File: config.mk
export PLATFORM = sky130hd
export DESIGN_NAME = interrupt_controller
export DESIGN_NICKNAME = d
export VERILOG_FILES = /design/src/rtl/interrupt_controller.sv
export SDC_FILE = /design/constraint.sdc
export NUM_CORES = 1
export LEC_CHECK = 0
export ABC_AREA = 1
export CAP_MARGIN = 20
export CORE_UTILIZATION = 38
export CTS_CLUSTER_SIZE = 30
export DETAILED_ROUTE_END_ITERATION = 6
export PLACE_DENSITY = 0.72
export SLEW_MARGIN = 10
export SYNTH_ARGS = -nofsm -noshare
export SYNTH_HDL_FRONTEND = slang
export SYNTH_SLANG_ARGS = --single-unit
File: constraint.sdc
create_clock -name i_clk -period 0.95 [get_ports i_clk]
set_clock_uncertainty 0.1 [all_clocks]
set_input_delay 0.19 -clock i_clk [delete_from_list [all_inputs] [get_ports i_clk]]
set_output_delay 0.19 -clock i_clk [all_outputs]
set_load 0.01 [all_outputs]
File: src/rtl/interrupt_controller.sv
// rtl/interrupt_controller.sv - fixed-priority multi-channel interrupt controller feeding the fetch stage
// Edge/level capture, runtime mask, one request at a time with stall/accept/return handshake.
module interrupt_controller #(
    parameter int                 NUM_IRQ   = 4,
    parameter logic [NUM_IRQ-1:0] EDGE_MASK = {NUM_IRQ{1'b1}},
    parameter int                 ID_WIDTH  = (NUM_IRQ > 1) ? $clog2(NUM_IRQ) : 1
) (
    input  logic                i_clk,
    input  logic                i_reset,
    input  logic [NUM_IRQ-1:0]  i_irq,
    input  logic                i_mask_we,
    input  logic [NUM_IRQ-1:0]  i_mask_data,
    input  logic                i_stall,
    input  logic                i_accept,
    input  logic                i_return,
    output logic                o_interrupt_call,
    output logic [ID_WIDTH-1:0] o_irq_id,
    output logic [NUM_IRQ-1:0]  o_pending,
    output logic                o_in_service
);

    typedef enum logic [1:0] {
        S_IDLE,
        S_REQUEST,
        S_SERVICE
    } state_t;

    state_t               r_state;
    state_t               w_next_state;
    logic [NUM_IRQ-1:0]   r_pending;
    logic [NUM_IRQ-1:0]   r_mask;
    logic [NUM_IRQ-1:0]   r_prev;
    logic [ID_WIDTH-1:0]  r_irq_id;

    logic [NUM_IRQ-1:0]   w_eligible;
    logic                 w_any_eligible;
    logic [ID_WIDTH-1:0]  w_winner;
    logic                 w_accept_fire;
    logic [NUM_IRQ-1:0]   w_edge_set;
    logic [NUM_IRQ-1:0]   w_accept_clear;
    logic [NUM_IRQ-1:0]   w_pending_next;

    assign w_eligible     = r_pending & r_mask;
    assign w_any_eligible = |w_eligible;
    assign w_accept_fire  = (r_state == S_REQUEST) && i_accept && !i_stall;
    assign w_edge_set     = i_irq & ~r_prev;
    assign w_accept_clear = w_accept_fire ? (NUM_IRQ'(1) << r_irq_id) : '0;

    // A fresh edge beats a same-cycle accept clear; level channels simply follow the line.
    assign w_pending_next = (EDGE_MASK & (w_edge_set | (r_pending & ~w_accept_clear)))
                          | (~EDGE_MASK & i_irq);

    always_comb begin
        w_winner = '0;
        for (int i = NUM_IRQ - 1; i >= 0; i--) begin
            if (w_eligible[i]) begin
                w_winner = ID_WIDTH'(i);
            end
        end
    end

    always_comb begin
        w_next_state = r_state;
        case (r_state)
            S_IDLE:    if (w_any_eligible) w_next_state = S_REQUEST;
            S_REQUEST: if (w_accept_fire)  w_next_state = S_SERVICE;
            S_SERVICE: if (i_return)       w_next_state = S_IDLE;
            default:                       w_next_state = S_IDLE;
        endcase
    end

    always_ff @(posedge i_clk) begin
        if (i_reset) begin
            r_state <= S_IDLE;
        end else begin
            r_state <= w_next_state;
        end
    end

    always_ff @(posedge i_clk) begin
        if (i_reset) begin
            r_pending <= '0;
            r_mask    <= '1;
            r_prev    <= '0;
            r_irq_id  <= '0;
        end else begin
            r_pending <= w_pending_next;
            r_prev    <= i_irq;
            if (i_mask_we) begin
                r_mask <= i_mask_data;
            end
            // The id is latched only on entry to REQUEST and then held through SERVICE.
            if (r_state == S_IDLE && w_any_eligible) begin
                r_irq_id <= w_winner;
            end
        end
    end

    assign o_interrupt_call = (r_state == S_REQUEST) && !i_stall;
    assign o_in_service     = (r_state == S_SERVICE);
    assign o_irq_id         = r_irq_id;
    assign o_pending        = r_pending;

endmodule

==> summary.txt, run 1 <==
status: finished with violations
failing checks: negative setup slack
Yosys warnings: 0
Mapped Area: 637 um2
CP cell instances: inv_2, buf_4, buf_6, nand3_4, nor2_4, nand3_2, nand3_2, nand2_1
fin cells: 148
Clock Latency Late Sink: 290 ps
antenna diode count: 0
hold-fix buffers at CTS: 0
Tcrit/Tclk final: 132%
number of global-route vias before repair: 675
WS Path Type: reg -> reg
hold_sp: i_reset
initial antenna violation count: 0
Arr. time, crit path: 1350 ps
final setup TNS: -3120 ps
Core Area: 1540 um2
commonest non-fill, non-tap cells in the layout: 30 x nand2_1, 14 x buf_4, 13 x inv_1, 12 x nor2_1, 12 x clkdlybuf4s50_1
CTS Buf Count: 3
Avg Inst Size Synth: 6.92 um2
Detail Route Antenna Nets: 0
Cells after DPL: 141
Crit Path Max Fanout: 6
commonest non-fill, non-tap cell in the layout: nand2_1
Remaining DRCs: 0
RD Place Congestion: 0.712
Synth Register Bits: 16
DR iter-0 viols: 7
largest family of logic cells by synthesized area: simple AND/OR/NAND/NOR gates
Mapped Nets: 106
crit path capture type: flip-flop
DIE AREA: 1840 um2
Crit path max-delay family: simple AND/OR/NAND/NOR gates
setup violators final: 16
fmax: 795 MHz
worst setup margin: -309 ps
crit path max-delay cell type: dfxtp_2
clock transition at the registers of the reported paths: 100 ps
routed wire length: 1580 um
minimum clock period: 1260 ps
most used cell, CP: nand3_2
Adder-Cell Fraction of Synth Area: 0%
Rows: 14
Buf/Inv on CP: 3
Hold WC Path Type: in -> reg
Remaining Overflow, GRT: 0
slowest stage delay, CP: 330 ps
H-tree Lvls: 1
Synth Instances: 92
layout cell share with drive strength beyond 1: 37.9%
Vias per Instance: 4.62
CTS sink cnt: 16
die width: 42.9 um
peak supply drop: 874 uV
CTS tree: built
worst endpoint required time: 1040 ps
Root Driver: clkbuf_4
count of input and output buffers: 21
placed wire-length estimate: 1080 um
post-synthesis simple-gate area fraction: 39.3%
RSZ-0062 raised after global routing: true
first-pass GRT wire length: 2550 um
Initial Util: 41.3%
Final #Nets: 147
compound-gate portion of the synthesized area: 1.57%
XOR/XNOR share of the synthesized area: 0%
Die Span Y: 42.9 um
maximum root-to-sink buffer count: 2
worst r2r src: r_state[1]
Area Growth Syn to Fin: 70.7%
Setup crit start: r_state[1]
worst-margin pin slew: 286 ps
1st-pass router iterations: 4
relative slew slack: 80.9%
All-Layer GR Usage: 18.8%
post-synth cell types: 9
worst hold slack: 187 ps
max_cap viols: 0
post-synthesis mux area share: 0%
drt wl/cell: 10.7 um
Final Hold Vio Count: 0
largest net degree at the start of global routing: 11
fillers: 137
Pleak: 0.548 nW
Max Slew Vio Count: 0
power per cell area: 1590 nW/um2
post-synthesis sequential area ratio: 50.3%
startpoint types: flip-flop
routed vias: 684
Ports: 22
[synth_stat cells, drive strengths merged]
library cell	instances	share of area, %
nor2	14	9.4
dfxtp	16	50
nand2	32	19
nand3	13	11
a21oi	2	1.6
inv	15	8.8
[where the power goes]
group	internal (mW)	total [mW]	leakage, nW	switching [mW]
clock	0.233	0.446	0.0210	0.213
combinational	0.269	0.506	0.392	0.237
sequential	0.742	0.781	0.135	0.0388
total	1.24	1.73	0.548	0.489
[metal layers]
metal	vias up	GRT usage, %	part of all wire [%]
met5	-	0	0
met4	0	9.70	0
met3	0	5.11	3.2
met2	15	32.1	52
met1	309	21.0	45
li1	360	-	-
[worst register-to-register path: cells and delay by family (launching register included)]
family / cells / cell delay (ps)
buf+inv: 3 / 250
flops: 1 / 330
simple gates: 5 / 470
[cells by family after synthesis]
kind of cell    Yosys count
buf+inv                  15
compound gates            2
simple gates             59
flops                    16
[timing repair]
item                       4_1_cts  5_1_grt
gates resized for setup         50        6
pin swaps                        4        4
setup endpoints to repair       16       18
setup buffers                    2        1
cloned                           0        0
[state kept, by name, summed over array words and instances (netlist names)]
signal,count
o_pending,4
r_mask,4
r_prev,4
o_irq_id,2
r_state,2
[metrics by stage]
step                      utilization, %  total power, mW  instance area (um2)  setup WS (ps)
after floorplan                        -            0.964                  643          -20.3
after global placement              62.5             1.21                  963           -584
after detailed placement            62.5             1.22                  963           -618
after CTS                           68.8             1.70                 1060           -308
after global routing                70.5             1.84                 1090           -402
final                               70.5             1.73                 1090           -309
[layout make-up]
class                      count  area [um2]  share of cell area, %
sequential                    16         330                   30.4
multi-input combinational     61         315                   29.0
tap                           16        20.0                   1.84
clock buffer                   4        36.3                   3.34
inverter                      15        58.8                   5.41
timing repair buffer          36         327                   30.0
[final timing paths]
check,to,slack (ps),depth (start not counted)
hold / removal,r_prev[2],190,2
setup reg to reg,o_pending[0],-310,8
hold reg to reg,o_pending[1],360,3
setup / recovery,o_pending[0],-310,8
Power figures use the tool's default switching activity.
==> run 2: changes to the inputs <==
--- a/config.mk
+++ b/config.mk
@@ -7,10 +7,10 @@
 export LEC_CHECK = 0
 export ABC_AREA = 1
 export CAP_MARGIN = 20
-export CORE_UTILIZATION = 38
+export CORE_UTILIZATION = 45
 export CTS_CLUSTER_SIZE = 30
 export DETAILED_ROUTE_END_ITERATION = 6
-export PLACE_DENSITY = 0.72
+export PLACE_DENSITY = 0.8
 export SLEW_MARGIN = 10
 export SYNTH_ARGS = -nofsm -noshare
 export SYNTH_HDL_FRONTEND = slang
==> constraint.sdc (replaced) <==
create_clock -name i_clk -period 1.5 [get_ports i_clk]
set_clock_uncertainty 0.1 [all_clocks]
set_input_delay 0.3 -clock i_clk [delete_from_list [all_inputs] [get_ports i_clk]]
set_output_delay 0.3 -clock i_clk [all_outputs]
set_load 0.01 [all_outputs]
==> run 2 against run 1 <==
Against the previous run: the flow now finishes without violations; global-route usage fell by 1.7 points; first-iteration DRC count rose to 3.0 times the previous value; non-clock buffer count decreased by 13; clock power fell by 36%; sequential power shrank 36%; final cell count fell by 9.5%; total power decreased by 43%; register-to-register slack gained 770 ps; sequential cell count did not move; largest power group unchanged.
==> summary.txt, run 2 (synthesis gave the netlist of run 1 again) <==
status: complete, no violations
internal cell power: 0.710 mW (-43%)
Ports: 22 (unchanged)
worst hold slack: 363 ps (+176 ps)
WS Path Type: reg -> out
Remaining Overflow, GRT: 0 (unchanged)
Area Growth Syn to Fin: 41.8%
Arr. time, crit path: 950 ps (-400 ps)
Sw Pwr: 0.271 mW (-45%)
routed wire length: 1250 um (-21%)
Final #Nets: 134 (-8.8%)
worst r2r src: r_state[1]
placed wire-length estimate: 962 um (-11%)
Initial Util: 48.9% (+7.6 points)
setup violators final: 0 (-16)
CTS Buf Count: 3 (unchanged)
CTS tree: built
Detail Route Antenna Nets: 0 (unchanged)
end of the critical path: o_interrupt_call
postcts setup bufs: 0 (-2)
layout cell share with drive strength beyond 1: 12.6% (-25 points)
Cells after DPL: 130 (-7.8%)
Die Span Y: 39.6 um (-7.7%)
Tcrit/Tclk final: 90.2%
Crit Path Max Fanout: 3 (-3)
Rows: 13 (-1)
routed vias: 632 (-7.6%)
count of input and output buffers: 21 (unchanged)
worst setup margin: 146 ps (+455 ps)
max_cap viols: 0 (unchanged)
DR iter-0 viols: 21 (+14)
Final Hold Vio Count: 0 (unchanged)
highest metal used: met4
startpoint types: flip-flop
crit path capture type: output port
number of global-route vias before repair: 480 (-29%)
Remaining DRCs: 0 (unchanged)
fin cells: 134 (-9.5%)
commonest non-fill, non-tap cell in the layout: nand2_1
relative slew slack: 88.6% (+7.7 points)
WL met3: 52 um (+2.0%)
RSZ-0062 raised after global routing: false
Vias per Instance: 4.72 (+2.1%)
fillers: 121 (-12%)
Metal-1 WL: 568 um (-20%)
clock transition at the registers of the reported paths: 90 ps (about the same)
power per cell area: 1090 nW/um2 (-32%)
wire length on met2: 591 um (-28%)
die width: 39.6 um (-7.7%)
Setup crit start: r_state[1]
worst endpoint required time: 1100 ps (+60 ps)
Clock Latency Late Sink: 290 ps (about the same)
Hold WC Path Type: reg -> reg
Root Driver: clkbuf_4
Gate power share: 19.8% (-9.4 points)
maximum root-to-sink buffer count: 2 (unchanged)
fmax: 739 MHz
antenna diode count: 0 (unchanged)
Seq pwr share: 51.0% (+5.9 points)
1st-pass router iterations: 4 (unchanged)
Core Area: 1300 um2 (-16%)
DIE AREA: 1570 um2 (-15%)
initial antenna violation count: 0 (unchanged)
drt wl/cell: 9.35 um (-13%)
minimum clock period: 1350 ps
first-pass GRT wire length: 1730 um (-32%)
Pleak: 0.469 nW (-15%)
Max Slew Vio Count: 0 (unchanged)
clock share of power: 29.2% (+3.5 points)
R2R depth: 6 (-2)
FF+latch area: 324 um2 (-1.9%)
worst-margin pin slew: 171 ps (-115 ps)
commonest non-fill, non-tap cells in the layout: 32 x nand2_1, 13 x nor2_1, 13 x inv_1, 13 x clkdlybuf4s50_1, 13 x dfxtp_1
post-place setup slack: -261 ps (+357 ps)
largest net degree at the start of global routing: 11 (unchanged)
H-tree Lvls: 1 (unchanged)
RD Place Congestion: 0.720 (+1.0%)
Reg-to-Reg End: o_pending[0]
reg2reg setup slack: 460 ps (+770 ps)
Net Sw Frac: 27.6% (-0.61 points)
CTS sink cnt: 16 (unchanged)
peak supply drop: 565 uV (-35%)
All-Layer GR Usage: 17.0% (-1.7 points)
area of the multi-input gates: 260 um2 (-17%)
run 2: changes by cell type in the layout (fill, tap and decap cells not counted), moves of 2 or more:
cell,change
clkbuf_2,+2
buf_2,-2
buf_4,-12
nand3_2,-7
dfxtp_1,+5
nand2_2,-2
nand2_1,+2
buf_6,-7
dlygate4sd2_1,+6
dfxtp_2,-5
nand3_1,+8
run 2: stage by stage:
stage | cell area [um2] | util (%) | TNS (ps) | power, mW
floorplan | 637 | - | 0 | 0.607
detailed placement | 881 | 67.7 | -261 | 0.718
global placement | 881 | 67.7 | -252 | 0.711
CTS | 911 | 70.0 | 0 | 0.985
finish | 903 | 69.4 | 0 | 0.981
global route | 903 | 69.4 | 0 | 1.03
run 2: what timing repair did:
action,in CTS,in global routing
setup endpoints to repair,8,2
resized for setup,11,4
gates cloned,0,0
hold buffers,0,0
run 2: cell type report:
class / instances / share of cell area (%)
sequential: 16 / 35.9
multi-input combinational: 61 / 28.8
timing repair buffer: 23 / 23.0
inverter: 15 / 6.23
clock buffer: 4 / 4.02
tap: 15 / 2.08
run 2: critical path, cell delays in order, from the launching register on:
cell,delay (ps)
dfxtp_1,330
inv_2,70
nand2_1,60
nor2_1,80
clkbuf_2,130
run 2: per-layer routing:
metal | up-vias | track usage (%)
met5 | - | 0
met4 | 0 | 10.3
met3 | 6 | 5.11
met2 | 23 | 27.9
met1 | 270 | 19.0
li1 | 333 | -
run 2: worst min path at each step:
stage | startpoint | end | slack, ps | cells after the start
after floorplan | i_reset | r_state[0] | 270 | 1
after global placement | r_prev[0] | o_pending[0] | 330 | 3
after detailed placement | r_prev[3] | o_pending[3] | 340 | 3
after CTS | r_prev[3] | o_pending[3] | 370 | 3
after global routing | r_mask[0] | r_mask[0] | 380 | 2
final | r_prev[2] | o_pending[2] | 360 | 3
run 2: power groups by stage:
stage          Sequential (mW)  Clock [mW]  Combinational [mW]
4_1_cts                  0.499       0.289               0.197
3_3_place_gp             0.505           0               0.206
2_1_floorplan            0.509           0              0.0979
5_1_grt                  0.504       0.310               0.219
6_report                 0.500       0.287               0.194
3_5_place_dp             0.507           0               0.211
==> run 3: changes to the inputs <==
--- a/config.mk
+++ b/config.mk
@@ -10,7 +10,9 @@
 export CORE_UTILIZATION = 45
 export CTS_CLUSTER_SIZE = 30
 export DETAILED_ROUTE_END_ITERATION = 6
+export HOLD_SLACK_MARGIN = 0.15
 export PLACE_DENSITY = 0.8
+export SKIP_LAST_GASP = 1
 export SLEW_MARGIN = 10
 export SYNTH_ARGS = -nofsm -noshare
 export SYNTH_HDL_FRONTEND = slang
==> results of run 3 <==
Final layout, timing and power as in run 2 (identical DEF).
